`src/rtl/mem_port_arbiter.sv`:
```
// Two-port memory arbiter: L2-I on port 0, L2-D on port 1, one main-memory port; grant after 1 idle cycle, zero-bubble handoff.
// Losers see pN_wait=1 and hold their request; contended bursts are capped at MAX_BEATS. Define MEMARB_FIXED_PRIO_EN for fixed port-0 priority.
module mem_port_arbiter #(
   parameter int AW        = 32,
   parameter int DW        = 32,
   parameter int MAX_BEATS = 16
) (
   input  logic          clk,
   input  logic          rst,
   input  logic          p0_renable,
   input  logic          p0_wenable,
   input  logic [AW-1:0] p0_addr,
   input  logic [DW-1:0] p0_wdata,
   output logic [DW-1:0] p0_rdata,
   output logic          p0_wait,
   input  logic          p1_renable,
   input  logic          p1_wenable,
   input  logic [AW-1:0] p1_addr,
   input  logic [DW-1:0] p1_wdata,
   output logic [DW-1:0] p1_rdata,
   output logic          p1_wait,
   output logic          mem_renable,
   output logic          mem_wenable,
   output logic [AW-1:0] mem_addr,
   output logic [DW-1:0] mem_wdata,
   input  logic [DW-1:0] mem_rdata,
   output logic [1:0]    owner
);

   localparam int CW = $clog2(MAX_BEATS);
   localparam logic [CW-1:0] CAP = CW'(MAX_BEATS - 1);

   // Encodings double as the debug owner code.
   typedef enum logic [1:0] {
      IDLE = 2'b00,
      OWN0 = 2'b01,
      OWN1 = 2'b10
   } state_t;

   state_t        state;
   state_t        nxt;
   logic [CW-1:0] beat_cnt;
   logic          req0;
   logic          req1;
   logic          own_req;
   logic          at_cap;
   logic          pick0;
   logic          cap0_en;

   assign req0    = p0_renable | p0_wenable;
   assign req1    = p1_renable | p1_wenable;
   assign own_req = ((state == OWN0) && req0) || ((state == OWN1) && req1);
   assign at_cap  = (beat_cnt == CAP);

`ifdef MEMARB_FIXED_PRIO_EN
   assign pick0   = req0;
   assign cap0_en = 1'b0;
`else
   logic last_owner;

   // Tie goes to whichever port did not own memory last.
   assign pick0   = req0 & (~req1 | last_owner);
   assign cap0_en = 1'b1;
`endif

   always_comb begin
      nxt = state;
      case (state)
         IDLE: begin
            if (req0 || req1)
               nxt = pick0 ? OWN0 : OWN1;
         end
         OWN0: begin
            if (!req0)
               nxt = req1 ? OWN1 : IDLE;
            else if (cap0_en && at_cap && req1)
               nxt = OWN1;
         end
         OWN1: begin
            if (!req1)
               nxt = req0 ? OWN0 : IDLE;
            else if (at_cap && req0)
               nxt = OWN0;
         end
         default: nxt = IDLE;
      endcase
   end

   always_ff @(posedge clk) begin
      if (!rst) begin
         state    <= IDLE;
         beat_cnt <= '0;
`ifndef MEMARB_FIXED_PRIO_EN
         last_owner <= 1'b1;
`endif
      end else begin
         state <= nxt;
         if (nxt != state)
            beat_cnt <= '0;
         else if (own_req && !at_cap)
            beat_cnt <= beat_cnt + 1'b1;
`ifndef MEMARB_FIXED_PRIO_EN
         if (nxt != state && nxt != IDLE)
            last_owner <= (nxt == OWN1);
`endif
      end
   end

   // A port asserting both enables gets a write; its read waits for a later beat.
   always_comb begin
      mem_renable = 1'b0;
      mem_wenable = 1'b0;
      mem_addr    = '0;
      mem_wdata   = '0;
      if (own_req) begin
         if (state == OWN1) begin
            mem_wenable = p1_wenable;
            mem_renable = p1_renable & ~p1_wenable;
            mem_addr    = p1_addr;
            mem_wdata   = p1_wdata;
         end else begin
            mem_wenable = p0_wenable;
            mem_renable = p0_renable & ~p0_wenable;
            mem_addr    = p0_addr;
            mem_wdata   = p0_wdata;
         end
      end
   end

   assign p0_wait  = req0 & (state != OWN0);
   assign p1_wait  = req1 & (state != OWN1);
   assign p0_rdata = mem_rdata;
   assign p1_rdata = mem_rdata;
   assign owner    = state;

endmodule

```
`config.mk`:
```
export PLATFORM = sky130hd
export DESIGN_NAME = mem_port_arbiter
export DESIGN_NICKNAME = d
export VERILOG_FILES = /design/src/rtl/mem_port_arbiter.sv
export SDC_FILE = /design/constraint.sdc
export NUM_CORES = 1
export LEC_CHECK = 0
export CAP_MARGIN = 20
export CORE_AREA = 2 2 115 117
export DETAILED_ROUTE_END_ITERATION = 12
export DIE_AREA = 0 0 117 119
export DONT_BUFFER_PORTS = 1
export PLACE_DENSITY_LB_ADDON = 0.12
export SLEW_MARGIN = 10
export SYNTH_ARGS = -nofsm -noshare
export SYNTH_HDL_FRONTEND = slang
export SYNTH_SLANG_ARGS = --single-unit
```
`constraint.sdc`:
```
create_clock -name clk -period 2.15 [get_ports clk]
set_input_delay 0.43 -clock clk [delete_from_list [all_inputs] [get_ports clk]]
set_output_delay 0.43 -clock clk [all_outputs]
set_load 0.1 [all_outputs]
```
==> metrics <==
#FFs+latches synth=7; worst hold path type=primary input to flip-flop; Setup crit end kind=output pin; clock sink count=7; port bufs=0; diode count=0; Startpoint Class=flip-flop; vias per inst=4.38; commonest non-fill, non-tap cell in the layout=nand2_1; vias in the first global route=2394; Tmin final=2.09 ns; CP cell instances=and2b_4 > a22oi_4 > buf_12 > buf_4 > a21oi_4 > buf_12; Tcrit/Tclk final=97.3%; drt pass-1 iters=4; PnR worst setup slack=0.0587 ns; gpl congestion=0.770; Max clock buf depth=2; Worst-Skew Late Latency=0.23 ns; leakage=1.43 nW; synthesis-to-layout area growth=110%; status=finished, final reports clean; Rows=42; measured slew at the worst slew-check pin=0.454 ns; setup TNS=0 ns; gr ovfl total=0; Num CTS Buffers=3; Placed Area=3990 um^2; number of fill cells=1343; Placeable Area=12900 um^2; CP Data Arrival Time=1.66 ns; final core utilization=31.7%; remaining routing DRC violations=0; setup-violating endpoint count in the final report=0; crit path max fanout=14; cell mode on critical path=buf_12; DRT iter0 DRCs=70; number of distinct library cells after synthesis=37; reg2reg setup slack=0.42 ns; area of the multi-input gates=1910 um^2; commonest cells after routing, fill and taps aside=nand2_1 (129), buf_12 (79), a21oi_4 (64), buf_4 (16); clock skew=0.00264 ns; Register Area=148 um^2; ys flop type=dfxtp_1; first-pass GRT wire length=12.5 mm; clk slew on worst S/H paths=0.04 ns; sequential-to-total area share from yosys stat=7.21%; Die Wd=117 um; Peak Freq=478 MHz; CP required=1.72 ns; fin area=4090 um^2; Post-Syn Area=1940 um^2; CTS root buf=clkbuf_16; crit-path max cell delay=0.34 ns; RSZ-0062 raised after global routing=no; DRT Wirelength=8.39 mm; initial antenna violation count=0; Post-Syn Nets=513; die area=13900 um^2; vias=2337; Final Max Tran Viols=0; DP HPWL=7.07 mm; total power=0.00322 W; I/O pin count=300; CTS H-Tree Depth=1; Max IR drop VDD=0.000399 V; worst slack at placement=0.0945 ns; slowest stage cell on the critical path=dfxtp_4; ys async rst share=0%; CTS tree=built; Max Cap Viol=0; height of the die=119 um; Nets=525; Fin. Hold Viols=0; initial cell density of the core=15.1%; Slew headroom=69.6%; antenna-violating nets left=0; synthesized area per cell=5.62 um^2; Wirelength per Cell=15.7 um; Tot GR Track Use=11.2%; Yosys warning count=0; pwr dens=788 nW/um^2; cells after synthesis=346; critical path class=flip-flop to output pin; largest net degree at the start of global routing=36; layout cells sized above 1=49.6%; number of synthesized flops with an enable pin=0
[path summary, 6_finish.rpt]
kind	from	end	cells past startpoint
worst min-delay path	rst	owner[0]	1
worst max-delay path	owner[0]	mem_wdata[11]	6
worst max register to register	owner[0]	beat_cnt[0]	6
worst min register to register	beat_cnt[1]	beat_cnt[1]	2
[flip-flops by register name (all words and copies together) (netlist names)]
| name | cells |
|---|---|
| beat_cnt | 4 |
| last_owner | 1 |
| owner | 2 |
[cell families after synthesis]
kind of cell,synth area share (%)
and+or+nand+nor,33.3
buffers and inverters,32.6
AOI/OAI and AO/OA,26.3
DFF,7.21
adders and majority gates,0.643
[metal layers]
metal / wire length [um] / global-route usage (%) / part of all wire [%] / up-vias
met5: 0 / 0 / 0 / -
met4: 232 / 3.90 / 2.8 / 0
li1: - / - / - / 1106
met2: 4300 / 20.2 / 51 / 133
met1: 3060 / 12.4 / 36 / 1075
met3: 797 / 3.21 / 9.5 / 23
[through the flow]
stage | std cells | hold slack [ns]
2_1_floorplan | 346 | 0.477
3_3_place_gp | 528 | 0.501
3_5_place_dp | 528 | 0.504
4_1_cts | 533 | 0.346
5_1_grt | 533 | 0.343
6_report | 533 | 0.347
[synthesized netlist by cell type, types with 2 or more instances]
library cell	instances	share of area (%)
nand3_1	2	0.51
clkbuf_1	7	1.4
and2b_2	2	0.90
and3_1	2	0.64
buf_2	9	2.3
a21oi_1	67	17
nand4_1	2	0.64
buf_4	71	27
nor3_1	2	0.51
a211oi_1	3	1.2
dfxtp_1	7	7.2
or2_2	2	0.64
o31ai_1	2	0.77
a31oi_1	2	0.64
o21ai_0	5	1.3
or3_1	2	0.64
nand2_1	130	25
inv_1	4	0.77
nor2_1	7	1.4
[cell type report]
cell class / count / area share [%]
clock buffer: 4 / 1.93
inverter: 4 / 0.367
multi-input combinational: 246 / 46.7
sequential: 7 / 3.61
tap: 176 / 5.39
timing repair buffer: 96 / 42.0
[power by group]
| group | switching, W | internal [W] |
|---|---|---|
| Sequential | 0.0000113 | 0.000141 |
| Combinational | 0.00180 | 0.000946 |
| Clock | 0.0000763 | 0.000247 |
| Total | 0.00189 | 0.00133 |
[critical path: cells and delay by family, from the launching register on]
kind	cells	cell delay [ns]
simple gates	1	0.31
compound gates	2	0.25
buf+inv	3	0.52
flops	1	0.34
[timing repair]
action,CTS,global route
resized for setup,3,0
hold buffers,0,0
setup endpoints to repair,58,0
setup buffers,1,0
Note: power is estimated with default switching activity, not from simulation.
